==> src/rtl/iq_pkg.sv <==
// Shared widths and entry layout for the in-order issue queue.
package iq_pkg;
  localparam int PHYS_REG_W = 6;
  localparam int FLAGS_W = 23;
  localparam int FLAG_REGWRITE_BIT = 20;

  typedef struct packed {
    logic [31:0]           UID;
    logic [31:0]           Instr;
    logic [31:0]           PC;
    logic [31:0]           PC_Plus4;
    logic [FLAGS_W-1:0]    Flags;
    logic [PHYS_REG_W-1:0] rs;
    logic [PHYS_REG_W-1:0] rt;
    logic [PHYS_REG_W-1:0] rd;
  } iq_entry_t;
endpackage

==> src/rtl/issue_queue_phys_busy_table.sv <==
// Physical-register busy bits with two readiness ports.
// IQ_WAKEUP_BYPASS_EN lets a same-cycle writeback count as ready.
module phys_busy_table
  import iq_pkg::*;
#(
  parameter int NUM_PHYS_REGS = 64
) (
  input  logic                  CLK,
  input  logic                  RESET,
  input  logic                  clear_all,
  input  logic                  set_en,
  input  logic [PHYS_REG_W-1:0] set_reg,
  input  logic                  clr_en,
  input  logic [PHYS_REG_W-1:0] clr_reg,
  input  logic [PHYS_REG_W-1:0] rd_a,
  input  logic [PHYS_REG_W-1:0] rd_b,
  output logic                  ready_a,
  output logic                  ready_b
);
  logic [NUM_PHYS_REGS-1:0] busy;
  logic                     byp_a;
  logic                     byp_b;

  // set is written last so a new producer beats a same-cycle wakeup
  always_ff @(posedge CLK) begin
    if (RESET || clear_all) begin
      busy <= '0;
    end else begin
      if (clr_en && clr_reg != '0)
        busy[clr_reg] <= 1'b0;
      if (set_en && set_reg != '0)
        busy[set_reg] <= 1'b1;
    end
  end

`ifdef IQ_WAKEUP_BYPASS_EN
  assign byp_a = clr_en && (clr_reg == rd_a);
  assign byp_b = clr_en && (clr_reg == rd_b);
`else
  assign byp_a = 1'b0;
  assign byp_b = 1'b0;
`endif

  assign ready_a = (rd_a == '0) || !busy[rd_a] || byp_a;
  assign ready_b = (rd_b == '0) || !busy[rd_b] || byp_b;
endmodule

==> src/rtl/issue_queue.sv <==
// In-order issue queue: circular FIFO gated by a busy table.
// Optional IQ_WAKEUP_BYPASS_EN issues the head in its wakeup cycle.
module issue_queue
  import iq_pkg::*;
#(
  parameter int DEPTH = 8,
  parameter int NUM_PHYS_REGS = 64
) (
  input  logic                        CLK,
  input  logic                        RESET,
  input  logic                        enq_valid,
  output logic                        enq_ready,
  input  logic [31:0]                 enq_UID,
  input  logic [31:0]                 enq_Instr,
  input  logic [31:0]                 enq_PC,
  input  logic [31:0]                 enq_PC_Plus4,
  input  logic [FLAGS_W-1:0]          enq_Flags,
  input  logic [PHYS_REG_W-1:0]       enq_rs,
  input  logic [PHYS_REG_W-1:0]       enq_rt,
  input  logic [PHYS_REG_W-1:0]       enq_rd,
  input  logic                        flush,
  input  logic                        RegWrite_fMM,
  input  logic [PHYS_REG_W-1:0]       WriteRegister_fMM,
  output logic [31:0]                 Instr_UID_out,
  output logic [31:0]                 Instr_out,
  output logic [31:0]                 Instr_PC_out,
  output logic [31:0]                 Instr_PC_Plus4_out,
  output logic [FLAGS_W-1:0]          Instr_Flags_out,
  output logic [PHYS_REG_W-1:0]       rs_out,
  output logic [PHYS_REG_W-1:0]       rt_out,
  output logic [PHYS_REG_W-1:0]       rd_out,
  output logic                        iq_empty,
  output logic [$clog2(DEPTH):0]      count
);
  localparam int PTR_W = $clog2(DEPTH);
  localparam int CNT_W = PTR_W + 1;

  iq_entry_t        mem [DEPTH];
  iq_entry_t        hd;
  iq_entry_t        new_e;
  logic [PTR_W-1:0] head;
  logic [PTR_W-1:0] tail;
  logic             do_enq;
  logic             issue;
  logic             ready_a;
  logic             ready_b;

  assign new_e = '{
    UID:      enq_UID,
    Instr:    enq_Instr,
    PC:       enq_PC,
    PC_Plus4: enq_PC_Plus4,
    Flags:    enq_Flags,
    rs:       enq_rs,
    rt:       enq_rt,
    rd:       enq_rd
  };

  assign hd = mem[head];
  assign Instr_UID_out      = hd.UID;
  assign Instr_out          = hd.Instr;
  assign Instr_PC_out       = hd.PC;
  assign Instr_PC_Plus4_out = hd.PC_Plus4;
  assign Instr_Flags_out    = hd.Flags;
  assign rs_out             = hd.rs;
  assign rt_out             = hd.rt;
  assign rd_out             = hd.rd;

  // full refuses enqueue even when the head leaves this cycle
  assign enq_ready = (count != CNT_W'(DEPTH));
  assign do_enq    = enq_valid && enq_ready;
  assign issue     = (count != '0) && ready_a && ready_b;
  assign iq_empty  = !issue;

  always_ff @(posedge CLK) begin
    if (RESET) begin
      head  <= '0;
      tail  <= '0;
      count <= '0;
      for (int i = 0; i < DEPTH; i++)
        mem[i] <= '0;
    end else if (flush) begin
      head  <= '0;
      tail  <= '0;
      count <= '0;
    end else begin
      if (do_enq) begin
        mem[tail] <= new_e;
        tail      <= tail + 1'b1;
      end
      if (issue)
        head <= head + 1'b1;
      unique case ({do_enq, issue})
        2'b10:   count <= count + 1'b1;
        2'b01:   count <= count - 1'b1;
        default: ;
      endcase
    end
  end

  phys_busy_table #(
    .NUM_PHYS_REGS(NUM_PHYS_REGS)
  ) u_busy (
    .CLK       (CLK),
    .RESET     (RESET),
    .clear_all (flush),
    .set_en    (do_enq && enq_Flags[FLAG_REGWRITE_BIT]),
    .set_reg   (enq_rd),
    .clr_en    (RegWrite_fMM),
    .clr_reg   (WriteRegister_fMM),
    .rd_a      (hd.rs),
    .rd_b      (hd.rt),
    .ready_a   (ready_a),
    .ready_b   (ready_b)
  );
endmodule

==> config.mk <==
export PLATFORM = sky130hd
export DESIGN_NAME = issue_queue
export DESIGN_NICKNAME = d
export VERILOG_FILES = /design/src/rtl/iq_pkg.sv /design/src/rtl/issue_queue_phys_busy_table.sv /design/src/rtl/issue_queue.sv
export SDC_FILE = /design/constraint.sdc
export NUM_CORES = 2
export LEC_CHECK = 0
export CELL_PAD_IN_SITES_DETAIL_PLACEMENT = 2
export CELL_PAD_IN_SITES_GLOBAL_PLACEMENT = 2
export CORE_MARGIN = 5
export CORE_UTILIZATION = 50
export DETAILED_ROUTE_END_ITERATION = 8
export DONT_BUFFER_PORTS = 1
export GPL_TIMING_DRIVEN = 0
export PLACE_DENSITY_LB_ADDON = 0.1
export REMOVE_ABC_BUFFERS = 1
export SYNTH_ARGS = -nofsm -noshare
export SYNTH_HDL_FRONTEND = slang
export SYNTH_SLANG_ARGS = --single-unit
==> constraint.sdc <==
create_clock -name CLK -period 12.3 [get_ports CLK]
set_input_delay 3.69 -clock CLK [delete_from_list [all_inputs] [get_ports CLK]]
set_output_delay 3.69 -clock CLK [all_outputs]
set_load 0.01 [all_outputs]
# --- After elaboration in Yosys (flattened, before gate mapping) ---
# Memories as Yosys holds them, arrays and structs flattened. A register that Yosys moved wholly into a read port is not among the register bits.
# Cells that the tools add are included.
op_classes:
  n_reduce_logical: 22
  mux: 23
  magnitude_cmp: 6
  n_eq_ne: 3
  bitwise: 3
  n_addsub: 4
op_table:
  columns: ["op", "count"]
  rows:
  - ["two-way mux 64 bit", 3]
  - ["two-way mux 169 bit", 1]
  - ["OR reduction 169 bit", 1]
  - ["bitwise AND 64 bit", 1]
  - ["inverter 64 bit", 1]
  - ["bitwise OR 64 bit", 1]
  - ["less-than comparator 6 x 7 -> 1 bit (second input constant)", 4]
  - ["binary-select mux 1 bit (select 6 bit)", 2]
  - ["demux 1 bit (select 6 bit)", 2]
  - [">= comparator 6 x 1 -> 1 bit (second input constant)", 2]
  - ["logical NOT 6 bit", 2]
  - ["nonzero test 6 bit", 2]
  - ["two-way mux 1 bit", 11]
  - ["two-way mux 3 bit", 3]
  - ["logical AND 1 bit", 8]
  - ["case mux 4 bit (2 select lines)", 1]
  - ["adder 3 x 1 -> 3 bit (second input constant)", 2]
  - ["adder 4 x 1 -> 4 bit (second input constant)", 1]
  - ["!= test 4 bit (second input constant)", 1]
  - ["nonzero test 4 bit", 1]
  - ["subtractor 4 x 1 -> 4 bit (second input constant)", 1]
  - ["logical NOT 1 bit", 3]
  - ["logical OR 1 bit", 3]
  - ["== test 2 x 1 -> 1 bit (second input constant)", 1]
  - ["other kinds (3)", 3]
totals:
  input_bits: 180
  wordCells: 66
  memories: 1
  out_inout_bits: 175
  ramBits: 1352
  ff_bits: 74
memory_table:
  columns: ["memory", "depth", "width", "read_ports", "rd_clocked_by_memory_dff", "wr", "line_no", "text"]
  rows:
  - ["mem", 8, 169, 1, 1, 8, "issue_queue.sv:38", "iq_entry_t mem [DEPTH];"]

# --- Logic depth before layout (Yosys ltp) ---
depth:
  ltp_word: 10
  ltp_mapped: 20
  mapped_depth_nobuf: 17

# --- By module ---
# A second synthesis with hierarchy kept.
unflattened:
  hier_cells: 4031
  hier_area_um2: 64450.6
modules_own_cells:
  columns: ["mod", "seq_area_each_um2", "cells_per_inst", "n_inst", "area_each_um2"]
  rows:
  - ["issue_queue", 40859.2, 3547, 1, 60697.0]
  - ["phys_busy_table", 1261.2, 484, 1, 3753.6]

# --- Least setup slack after synthesis ---
# OpenSTA, ideal clock, no wires.
synth_path:
  path_type: "input to register"
  startpoint: "input port flush"
  endpoint: "memory mem[0][0] (netlist bit), enable pin"
  required_time_ns: 11.842
  path_slack_ns: 4.603
  setup_time_ns: 0.458
  n_path_buf: 2
  stages: 6
  arrival_time_ns: 7.239
  path_cell_list: "or2_2 -> clkbuf_1 -> or3_1 -> nor3_1 -> clkbuf_1 -> or2_2"
synth_rtl:
  columns: ["element", "line_no", "text"]
  rows:
  - ["from (decl)", "issue_queue.sv:21", "input logic flush,"]
  - ["to (decl)", "issue_queue.sv:38", null]

==> impl_metrics.csv <==
group,metric,value,unit
synthesis,synth_compound_area_share,1.49,%
placed_design,portBuffers,0,
die,die_h,369,um
clocking,htree_levels,4,
cells_and_area,multi_input_area,21100,um^2
clocking,cts_tree,"done",
cells_and_area,fin_nets,4272,
die,start_util,50.4,%
synthesis,ys_types,58,
synthesis,synthXorXnorAreaFrac,0.0817,%
worst_setup_path,cp.required,8.61,ns
power,pwr-share-seq,51.4,%
timing,rsz0062_at_grt,"no",
timing,timing.fmax,107,MHz
clocking,holdBufCountCts,0,
grt,grt_overflow,0,
detailed_routing,route.vias.total,36600,
synthesis,synthMuxAreaShare,16.1,%
worst_setup_path,crit_path_end_kind,"primary output",
synthesis,ys_ff_latch,1428,
timing,skew,0.0297,ns
clocking,ctsResizeCount,0,
clocking,clock_sinks,1428,
synthesis,async_flop_share,0,%
placed_design,globalplace.congestion,0.835,
placed_design,dp_hpwl,130,mm
cells_and_area,final_common_cell,"and2_1",
synthesis,synth_edf_count,1352,
power,p_comb_share,5.4,%
detailed_routing,ant_nets,0,
power,power,10.8,mW
clocking,postCtsSetupRepairBufs,0,
min_path,whs_path_depth,2,
synthesis,synth_top_family_by_area,"multiplexers",
grt,grt_max_degree,78,
grt,grt_usage,31.1,%
synthesis,synthAdderAreaFrac,0.0778,%
die,fp.dieW,369,um
worst_setup_path,slowest_stage,"mux2i_4",
grt,grt_pass1_wl,306,mm
cells_and_area,final_area,73100,um^2
cells_and_area,post_route_cells_drive_above_1_share,20.8,%
worst_setup_path,path_class,"flop to primary output",
cells_and_area,layout.area.seq,42100,um^2
detailed_routing,wl_per_cell,35.8,um
timing,finalSetupViolations,0,
detailed_routing,drt-initial-drc-count,3058,
min_path,hp-class,"flop to flop",
synthesis,synth_cells,4073,
synthesis,ys_warn_count,0,
worst_setup_path,cpPeakStageDelay,1.04,ns
power,p_int,8.38,mW
die,die_area,136000,um^2
worst_setup_path,rrSetupSlack,5.73,ns
clocking,cts_root_buf,"clkbuf_16",
worst_setup_path,path_depth,10,
power,pwr-share-clk,43.2,%
synthesis,synth_area,64300,um^2
worst_setup_path,cp-start-kind,"flop",
job,max-cap-violations,0,
power,peakVddDrop,146,uV
timing,slew_violations,0,
synthesis,ys.flop_type,"edfxtp_1",
timing,fin_ws,2.93,ns
worst_setup_path,reg2regPathDepth,18,
power,powerDensity,148,nW/um^2
detailed_routing,dr.pass1.iters,5,
grt,grt_pass1_vias,42100,
cells_and_area,mostFrequentLayoutCells,"1357 x and2_1, 1352 x edfxtp_1, 329 x mux4_2, 162 x clkbuf_16, 160 x mux2_2",
die,io_pins,355,
run_status,status,"finished, final reports clean",
synthesis,syn_avg_cell_area,15.8,um^2
clocking,path_clk_slew,0.06,ns
worst_setup_path,path_delay_family,"multiplexers",
cells_and_area,fillCellCount,10800,
worst_setup_path,cp_common_cell,"mux2i_1",
placed_design,dpl_cell_area,68100,um^2
power,swShare,22.4,%
die,coreArea,128000,um^2
worst_setup_path,path_max_fanout,54,
cells_and_area,synthToLayoutAreaGrowth,13.7,%
clocking,clk_path_buf_depth,3,
timing,setup-tns-final,0,ns
timing,worst-slew-pin-transition,1.41,ns
power,leakage,25.9,nW
worst_setup_path,arrival,5.68,ns
timing,slew_headroom,4.78,%
detailed_routing,viasPerCell,6.23,
detailed_routing,wirelength,210,mm
timing,finalHoldViolations,0,
placed_design,dp_slack,3.71,ns
grt,antenna_found_initial,4,
clocking,numCtsBuffers,156,
worst_setup_path,path_cells,"buf_16 > buf_16 > mux4_2 > mux2i_4 > mux2i_1 > mux2i_1 > mux2i_1 > a22oi_1 > a22oi_2 > nand3_2",
timing,finalCritPeriodShare,76.2,%
synthesis,yosys.area_share.simple,15.0,%
detailed_routing,drcViolationCount,0,
power,power.switching,2.42,mW
synthesis,ys_seq_area_share,65.5,%
worst_setup_path,critical_path_buf_inv_count,2,
clocking,clock_latency,0.80,ns
timing,period_needed,9.37,ns
die,num_rows,131,
final cells by class:
| class | count | area share [%] |
|---|---|---|
| Tap cell | 1662 | 2.84 |
| Inverter | 15 | 0.0839 |
| Clock buffer | 201 | 5.80 |
| Multi-Input combinational cell | 2355 | 28.9 |
| Timing Repair Buffer | 132 | 3.76 |
| Sequential cell | 1428 | 57.6 |
| Clock inverter | 82 | 0.986 |
| Antenna cell | 1 | 0.00342 |
Yosys cell counts, drive strengths merged (3+ instances only):
cell / n / share of area (%)
and3: 3 / 0.029
nor3: 12 / 0.093
and2: 1358 / 13
mux4: 338 / 12
nor2b: 7 / 0.068
a22oi: 8 / 0.10
a32oi: 10 / 0.14
or3: 3 / 0.029
clkbuf: 217 / 1.3
o21ai: 66 / 0.51
mux2: 160 / 2.8
nor4b: 3 / 0.041
o211ai: 4 / 0.047
ha: 4 / 0.078
nor3b: 4 / 0.047
dfxtp: 76 / 2.4
nand2b: 7 / 0.068
edfxtp: 1352 / 63
nor2: 45 / 0.27
buf: 58 / 0.46
nand4: 10 / 0.097
nand3b: 5 / 0.058
a21oi: 64 / 0.50
mux2i: 84 / 1.4
xor2: 5 / 0.068
inv: 15 / 0.095
nand3: 16 / 0.13
or2: 9 / 0.088
nand2: 107 / 0.62
flip-flops by register name (all words and copies together) (netlist names), named ones only:
| signal | cells |
|---|---|
| u_busy.busy | 63 |
| count | 4 |
| mem | 1352 |
| tail | 3 |
| head | 3 |
metrics by stage:
stage | util (%) | instances | hold WS [ns]
floorplan | - | 3798 | 0.462
global placement | 51.1 | 5460 | 0.474
finish | 57.2 | 5876 | 0.507
CTS | 57.2 | 5875 | 0.501
detailed placement | 53.4 | 5592 | 0.490
global route | 57.2 | 5875 | 0.529
power groups by stage:
stage	clock network, mW	registers, mW	logic (mW)
after detailed placement	0	5.65	0.582
after floorplan	0	5.65	0.372
final	4.67	5.55	0.582
after CTS	4.74	5.55	0.588
after global routing	4.97	5.56	0.607
after global placement	0	5.69	0.566
worst reg2reg max path: cells and delay by family (launching register included):
| kind | cells | cell delay [ns] |
|---|---|---|
| xor+xnor | 1 | 0.23 |
| mux | 6 | 2.79 |
| fa+ha+maj | 2 | 0.55 |
| flops | 1 | 0.91 |
| compound gates | 4 | 0.83 |
| simple gates | 2 | 0.37 |
| buf+inv | 3 | 0.79 |
kinds of logic after synthesis:
family          Yosys count
simple gates           1597
mux                     582
xor+xnor                  6
buf+inv                 290
compound gates          166
flops                  1428
fa+ha+maj                 4
path summary, 6_finish.rpt:
path / endpoint / start
worst max-delay path: iq_empty / flop
worst min-delay path: tail[1] / tail[1]
worst min register to register: tail[1] / tail[1]
worst max register to register: count[2] / flop
per-layer routing:
| layer | global-route usage (%) | share of wire [%] |
|---|---|---|
| met4 | 8.01 | 2.5 |
| met1 | 39.1 | 39 |
| met5 | 0 | 0 |
| met3 | 7.97 | 7.3 |
| met2 | 54.1 | 51 |
(Power assumes the default switching activity.)
